===== src/rtl/oam_dma_ctrl.sv =====
// ---------------------------------------------------------------------------
// oam_dma_ctrl
//
// Sprite-memory (OAM) DMA controller. A CPU write to TRIG_ADDR latches a
// source page and halts the CPU. The controller then copies 256 bytes from
// {page, 8'h00}..{page, 8'hFF} to the OAM data port, one READ/WRITE bus-cycle
// pair per byte, and releases the CPU when the last byte has been written.
//
// The CPU can only be stopped on a read cycle, so the controller waits in
// HALT while the CPU keeps writing. Bus reads must fall on even cycles of a
// free-running parity bit; if the HALT exit lands on the wrong parity, one
// dummy ALIGN read cycle is inserted.
//
// Ports
//   clk_ph1     in   1   sole clock, rising-edge
//   rst         in   1   synchronous reset, active low
//   cpu_addr    in  16   CPU address bus
//   cpu_dout    in   8   CPU write data (source page on a trigger write)
//   cpu_rw      in   1   CPU direction, 1 = read, 0 = write
//   bus_din     in   8   shared data bus value during DMA read cycles
//   rdy         out  1   CPU ready, 0 halts the CPU
//   dma_active  out  1   bus mux select, 1 = DMA drives address/data bus
//   dma_addr    out 16   DMA address
//   dma_dout    out  8   DMA write data
//   dma_rw      out  1   DMA direction, 1 = read, 0 = write
//   dbg_state   out  3   current FSM state (state_t encoding), for debug
//
// Parameters
//   TRIG_ADDR   DMA trigger register address
//   OAM_ADDR    sprite data port address written on every WRITE cycle
//
// Every output is a flop. Output flops are loaded from the *next* state, so
// the value seen during a cycle always describes the state of that cycle.
// ---------------------------------------------------------------------------
module oam_dma_ctrl #(
    parameter logic [15:0] TRIG_ADDR = 16'h4014,
    parameter logic [15:0] OAM_ADDR  = 16'h2004
) (
    input  logic        clk_ph1,
    input  logic        rst,
    input  logic [15:0] cpu_addr,
    input  logic [7:0]  cpu_dout,
    input  logic        cpu_rw,
    input  logic [7:0]  bus_din,
    output logic        rdy,
    output logic        dma_active,
    output logic [15:0] dma_addr,
    output logic [7:0]  dma_dout,
    output logic        dma_rw,
    output logic [2:0]  dbg_state
);

    typedef enum logic [2:0] {
        S_IDLE  = 3'd0,
        S_HALT  = 3'd1,
        S_ALIGN = 3'd2,
        S_READ  = 3'd3,
        S_WRITE = 3'd4
    } state_t;

    // -----------------------------------------------------------------------
    // State
    // -----------------------------------------------------------------------
    state_t      state_q, state_d;
    logic        par_q;             // free-running cycle parity
    logic [7:0]  page_q, page_d;    // source page (high address byte)
    logic [7:0]  idx_q,  idx_d;     // byte index within the page
    logic [7:0]  buf_q,  buf_d;     // byte fetched by the last READ

    // Next values for the registered outputs
    logic        rdy_d;
    logic        act_d;
    logic [15:0] addr_d;
    logic [7:0]  dout_d;
    logic        rw_d;

    // Output flops
    logic        rdy_q;
    logic        act_q;
    logic [15:0] addr_q;
    logic [7:0]  dout_q;
    logic        rw_q;

    logic        trig_hit;

    // Only a CPU write to the trigger register starts a transfer.
    assign trig_hit = (cpu_addr == TRIG_ADDR) && !cpu_rw;

    // -----------------------------------------------------------------------
    // Next-state and datapath logic
    // -----------------------------------------------------------------------
    always_comb begin
        state_d = state_q;
        page_d  = page_q;
        idx_d   = idx_q;
        buf_d   = buf_q;

        case (state_q)
            S_IDLE: begin
                if (trig_hit) begin
                    page_d  = cpu_dout;
                    idx_d   = 8'h00;
                    state_d = S_HALT;
                end
            end

            S_HALT: begin
                // The CPU only stops on a read cycle. par toggles every
                // cycle, so the next cycle has par=0 exactly when par_q=1;
                // otherwise burn one ALIGN cycle to land READ on par=0.
                if (cpu_rw) begin
                    state_d = par_q ? S_READ : S_ALIGN;
                end
            end

            S_ALIGN: begin
                // Dummy read; whatever is on the bus is ignored.
                state_d = S_READ;
            end

            S_READ: begin
                buf_d   = bus_din;
                state_d = S_WRITE;
            end

            S_WRITE: begin
                idx_d   = idx_q + 8'd1;
                state_d = (idx_q == 8'hFF) ? S_IDLE : S_READ;
            end

            default: begin
                state_d = S_IDLE;
            end
        endcase

        // Outputs decoded from the state being entered, so that after the
        // clock edge they match the state the FSM is actually in.
        rdy_d  = 1'b1;
        act_d  = 1'b0;
        addr_d = 16'h0000;
        dout_d = 8'h00;
        rw_d   = 1'b1;

        case (state_d)
            S_HALT: begin
                rdy_d = 1'b0;
            end

            S_ALIGN, S_READ: begin
                rdy_d  = 1'b0;
                act_d  = 1'b1;
                addr_d = {page_d, idx_d};
            end

            S_WRITE: begin
                // buf_d already holds the byte captured at the end of READ.
                rdy_d  = 1'b0;
                act_d  = 1'b1;
                addr_d = OAM_ADDR;
                dout_d = buf_d;
                rw_d   = 1'b0;
            end

            default: begin
            end
        endcase
    end

    // -----------------------------------------------------------------------
    // Registers
    // -----------------------------------------------------------------------
    always_ff @(posedge clk_ph1) begin
        if (!rst) begin
            state_q <= S_IDLE;
            par_q   <= 1'b0;
            page_q  <= 8'h00;
            idx_q   <= 8'h00;
            buf_q   <= 8'h00;
            rdy_q   <= 1'b1;
            act_q   <= 1'b0;
            addr_q  <= 16'h0000;
            dout_q  <= 8'h00;
            rw_q    <= 1'b1;
        end else begin
            state_q <= state_d;
            par_q   <= ~par_q;
            page_q  <= page_d;
            idx_q   <= idx_d;
            buf_q   <= buf_d;
            rdy_q   <= rdy_d;
            act_q   <= act_d;
            addr_q  <= addr_d;
            dout_q  <= dout_d;
            rw_q    <= rw_d;
        end
    end

    assign rdy        = rdy_q;
    assign dma_active = act_q;
    assign dma_addr   = addr_q;
    assign dma_dout   = dout_q;
    assign dma_rw     = rw_q;
    assign dbg_state  = state_q;

endmodule


===== config.mk =====
export PLATFORM = sky130hd
export DESIGN_NAME = oam_dma_ctrl
export DESIGN_NICKNAME = d
export VERILOG_FILES = /design/src/rtl/oam_dma_ctrl.sv
export SDC_FILE = /design/constraint.sdc
export NUM_CORES = 1
export LEC_CHECK = 0
export CAP_MARGIN = 0
export CELL_PAD_IN_SITES_DETAIL_PLACEMENT = 1
export CELL_PAD_IN_SITES_GLOBAL_PLACEMENT = 2
export CORE_ASPECT_RATIO = 1.75
export CORE_MARGIN = 4
export CORE_UTILIZATION = 25
export CTS_CLUSTER_DIAMETER = 30
export DETAILED_ROUTE_END_ITERATION = 10
export GPL_TIMING_DRIVEN = 0
export PLACE_DENSITY = 0.84
export SLEW_MARGIN = 30
export SYNTH_ARGS = -nofsm -noshare
export SYNTH_HDL_FRONTEND = slang
export SYNTH_SLANG_ARGS = --single-unit

===== constraint.sdc =====
create_clock -name clk_ph1 -period 2.2 [get_ports clk_ph1]
set_clock_uncertainty 0.2 [all_clocks]
set_input_delay 0.22 -clock clk_ph1 [delete_from_list [all_inputs] [get_ports clk_ph1]]
set_output_delay 0.22 -clock clk_ph1 [all_outputs]
set_load 0.01 [all_outputs]

### Yosys cells after proc, flatten, opt, wreduce, memory -nomap -nowiden

Index checks and enable logic that the tools add are counted.
W data, S select, Z words.

| storage, ports and cells | value |
|---|---|
| register bits after elaboration | 55 |
| output and inout port bits | 30 |

| operators by class | value |
|---|---|
| $add $sub $neg | 1 |
| equality and inequality tests | 10 |
| mux-type cells | 14 |
| bitwise operators | 1 |
| reduce and logical (&&, ||, !) cells | 7 |

Operators by type and width:

| kind | number |
|---|---|
| $mux W8 | 4 |
| $pmux W16 S2 | 1 |
| $eq A16 B15 Y1 const B | 1 |
| $pmux W8 S2 | 1 |
| $pmux W3 S5 | 1 |
| $eq A3 B2 Y1 const B | 4 |
| $add A8 B1 Y8 const B | 1 |
| $eq A8 B8 Y1 const B | 1 |
| $eq A3 B1 Y1 const B | 2 |
| $eq A3 B3 Y1 const B | 2 |
| $mux W3 | 2 |
| $mux W1 | 4 |
| $reduce_or A4 Y1 | 1 |
| $logic_not A3 Y1 | 1 |
| $reduce_or A3 Y1 | 1 |
| $mux W2 | 1 |
| $reduce_and A2 Y1 | 1 |
| $reduce_or A2 Y1 | 1 |
| $logic_and A1 B1 Y1 | 1 |
| $logic_not A1 Y1 | 1 |
| $not A1 Y1 | 1 |

### Logic depth before layout (Yosys ltp)

Gate-level depths: netlist of the first run.

| depth | value |
|---|---|
| depth after elaboration | 7 |
| gate-level depth with buffers | 6 |
| depth with buffers taken out | 5 |

### Worst setup path before layout of the first run

No wires, ideal clock.

| path | value |
|---|---|
| kind | flip-flop to flip-flop |
| from | register state_q[0], in the netlist dbg_state[0] |
| to | register rdy_q, in the netlist rdy |
| setup time | 0.096 ns |
| arrival time | 1.381 ns |
| setup slack | 0.523 ns |
| cell stages (with the launch flop) | 7 |
| buffers on the path | 2 |
| period minus slack after synthesis | 1.677 ns |
| path through | dfxtp_1 > buf_6 > nor4_2 > and2_1 > buf_2 > a221o_1 > o41ai_2 |

| on the way | value |
|---|---|
| longest elaborated chain between the ends | 5 |
| elaborated cells between the ends (all ways) | 14 |
| classes of those cells | eq/ne (8); mux (4); reduce/logical (2) |

RTL lines:

| what | line | RTL |
|---|---|---|
| from (decl) | 64 | `state_t state_q, state_d;` |
| from (signal assigned) | 185 | `state_q <= state_d;` |
| $eq A3 B3 Y1 (tied with other cells) | 98 | `case (state_q)` |
| $pmux W3 S5 * | 98 |  |
| $eq A3 B3 Y1 (tied with other cells) | 144 | `case (state_d)` |
| $reduce_or A4 Y1 (no line) * | -- |  |
| $mux W1 * | 144 |  |
| to (signal assigned) | 190 | `rdy_q <= rdy_d;` |
| to (decl) | 78 | `logic rdy_q;` |

Mark *: on every way between the ends. The rest lies on a longest branch, timed or not.
A chain may end at the register's enable or synchronous reset.

### Final worst setup path of the first run

| path | value |
|---|---|
| from | input port cpu_rw |
| to | register idx_q[7] |

| on the way | value |
|---|---|
| longest elaborated chain between the ends | 4 |

RTL lines:

| what | line | RTL |
|---|---|---|
| from (decl) | 43 | `input logic cpu_rw,` |
| $logic_not A1 Y1 | 87 | `assign trig_hit = (cpu_addr == TRIG_ADDR) && !cpu_rw;` |
| $logic_and A1 B1 Y1 | 87 |  |
| $mux W8 | 100 | `if (trig_hit) begin` |
| $pmux W8 S2 | 98 |  |
| to (signal assigned) | 188 | `idx_q <= idx_d;` |
| to (decl) | 67 | `logic [7:0] idx_q, idx_d;` |

No other way between the ends.

==> results of run 1 <==
## routing by layer
layer / track usage (%) / vias up / part of all wire [%]
met1: 11.68 / 706 / 36
met5: 0 / - / 0
li1: - / 726 / -
met4: 6.905 / 0 / 2.8
met3: 2.842 / 7 / 4.0
met2: 23.25 / 34 / 57
## synthesized netlist by cell type, types with 2 or more instances
cell,n,area [um^2]
buf_2,4,20.02
nor4b_1,2,17.52
xor2_1,3,26.28
nor2_1,18,67.56
nand3_1,12,60.06
inv_1,3,11.26
a21oi_1,12,60.06
a21oi_2,4,35.03
xnor2_1,4,35.03
clkbuf_1,3,11.26
nor3_2,2,20.02
dfxtp_1,47,940.9
nor3_1,3,15.01
and3_1,11,68.82
nand4_1,3,18.77
buf_6,2,22.52
nand2_1,5,18.77
and2_1,2,12.51
o21ai_1,9,45.04
nand2b_1,2,12.51
## worst min path at each step
| stage | start | end | slack [ns] |
|---|---|---|---|
| final | par_q | par_q | 0.22 |
| after global routing | par_q | par_q | 0.24 |
| after CTS | par_q | par_q | 0.22 |
| after detailed placement | par_q | par_q | 0.21 |
| after global placement | par_q | par_q | 0.21 |
| after floorplan | bus_din[0] | dma_dout[0] | 0.17 |
## critical path, delay by kind of cell
kind | cells | cell delay [ns]
simple gates | 3 | 0.82
buf+inv | 1 | 0.44
compound gates | 1 | 0.41
## state kept, by name (all words and copies together), names as in the netlist
signal and flops:
dma_active 1, page_q 8, dma_addr 16, dma_rw 1, dbg_state 3, dma_dout 8, par_q 1, rdy 1
idx_q 8
## power breakdown
group          internal, mW  switching, mW  total [mW]
sequential            0.852       0.000621       0.853
combinational        0.0585         0.0225      0.0811
clock                 0.484          0.315       0.799
total                  1.39          0.338        1.73
## logic make-up (layout without fill, tap and decap cells)
group                    Yosys count  count (layout)  share of synthesized area [%]
AO/OA/AOI/OAI                     32              32                          12.54
flip-flops                        47              47                          55.79
AND/OR/NAND/NOR                   67              67                          22.55
XOR/XNOR                           7               7                          3.635
adder cells (fa/ha/maj)            1               1                         0.7417
buffers and inverters             13              85                          4.080
multiplexers                       1               1                         0.6676
## final cells by class
class	instances	area (um^2)	share of cell area (%)
buffer	9	53.80	2.077
clock buffer	8	156.4	6.039
inverter	4	15.01	0.5797
multi-input combinational	108	680.7	26.28
sequential	47	940.9	36.33
tap	82	102.6	3.961
timing repair buffer	64	640.6	24.73
==> results.tsv, run 1 <==
metric	value	unit
Die W	70.09	um
R2R setup slack	0.29	ns
worst-margin pin slew	0.4744	ns
TritonCTS clock tree	done	
largest net degree at the start of global routing	14	
DRC violation count after routing	0	
Setup-failing EPs final	0	
number of nets in the layout	275	
cells after synthesis	168	
Cells after DPL	314	
Slew HR	68.24	%
Resized cells post-CTS	0	
Fin Hold WS	0.2171	ns
Starting Density	25.79	%
Setup crit start	cpu_rw	
reg2reg end	idx_q[7]	
Yosys warnings	0	
Placeable Area	6539	um^2
post-layout min period	1.929	ns
hold_buf cts	0	
H-Tree Depth	2	
Max Slew Vio Count	0	
CTS sink count	47	
total CTS buffers	5	
Layout area overhead	53.56	%
crit path kind	primary input to flip-flop	
CP arrival	1.90	ns
Slowest cell on crit path	clkdlybuf4s50_1	
Post-synth EDFFs	0	
CP max stage delay	0.44	ns
Non-Filler Instances	322	
Vias per Instance	4.575	
Critical Path RT	2.17	ns
Syn Std Cell Area	1687	um^2
GRT overflow	0	
height of the die	116.7	um
vias in the first global route	1549	
final hold violations	0	
RSZ-0062 raised after global routing	no	
wire per inst	14.44	um
Post-Syn Nets	204	
maximum fanout along the worst path	10	
Post-DP Area	2430	um^2
Reg clk slew, reported paths	0.06	ns
Final Power	1.733	mW
Synth Register Bits	47	
R2R cell count	4	
Fillers	774	
PwrDens	668.9	nW/um^2
Die ar.	8176	um^2
port buffer count	64	
GP Congestion	0.7365	
ratio of cells with drive above 1 in the final layout	11.25	%
Final Instance Area	2590	um^2
WHS Path Cells	1	
first-pass GRT wire length	7596	um
via count	1473	
setup TNS	0	ns
DP HPWL	3540	um
Inserted Diodes	0	
antenna violations before repair	0	
Min-Delay Path Class	flip-flop to flip-flop	
Max clock buf depth	2	
overall routing resource usage	12.11	%
Setup crit end	idx_q[7]	
Worst Setup End Kind	flip-flop	
most frequent cells in the layout	clkdlybuf4s50_1 (64), dfxtp_1 (47), nor2_1 (18)	
Max Cap Viol	0	
Clock Latency Late Sink	0.29	ns
total wire length	4650	um
Peak Freq	518.4	MHz
Root Buffer Master	clkbuf_16	
Setup WS post-layout	0.2711	ns
num rows	39	
FF-to-FF Start	dbg_state[2]	
post-route ant nets	0	
commonest non-fill, non-tap cell in the layout	clkdlybuf4s50_1	
setup repair bufs after CTS	0	
Tcrit/Tclk final	87.68	%
P_leak	0.9455	nW
Ports	65	
synth unique cells	37	
pre-CTS setup slack	-0.1990	ns
fin util	39.61	%
Pre-antenna DRT Iters	4	
Syn Area/Cell	10.04	um^2
async set-reset flop share out of synthesis	0	%
status	complete, no violations	
startpoint types	primary input	
DR iter-0 viols	58	
worst-path cell chain	clkdlybuf4s50_1, nor4b_1, nand3_1, o21ai_2, nor2_1	
sequential area share after synthesis	55.79	%
Max IR drop VDD	0.3224	mV
Top FF cell, synth	dfxtp_1	
Power figures use the tool's default switching activity.
==> inputs of run 2 (changes only) <==
Settings changed: CAP_MARGIN 0 to 20.
==> results of run 2 <==
Same layout as run 1: the final DEF is identical, and so are final timing and power.
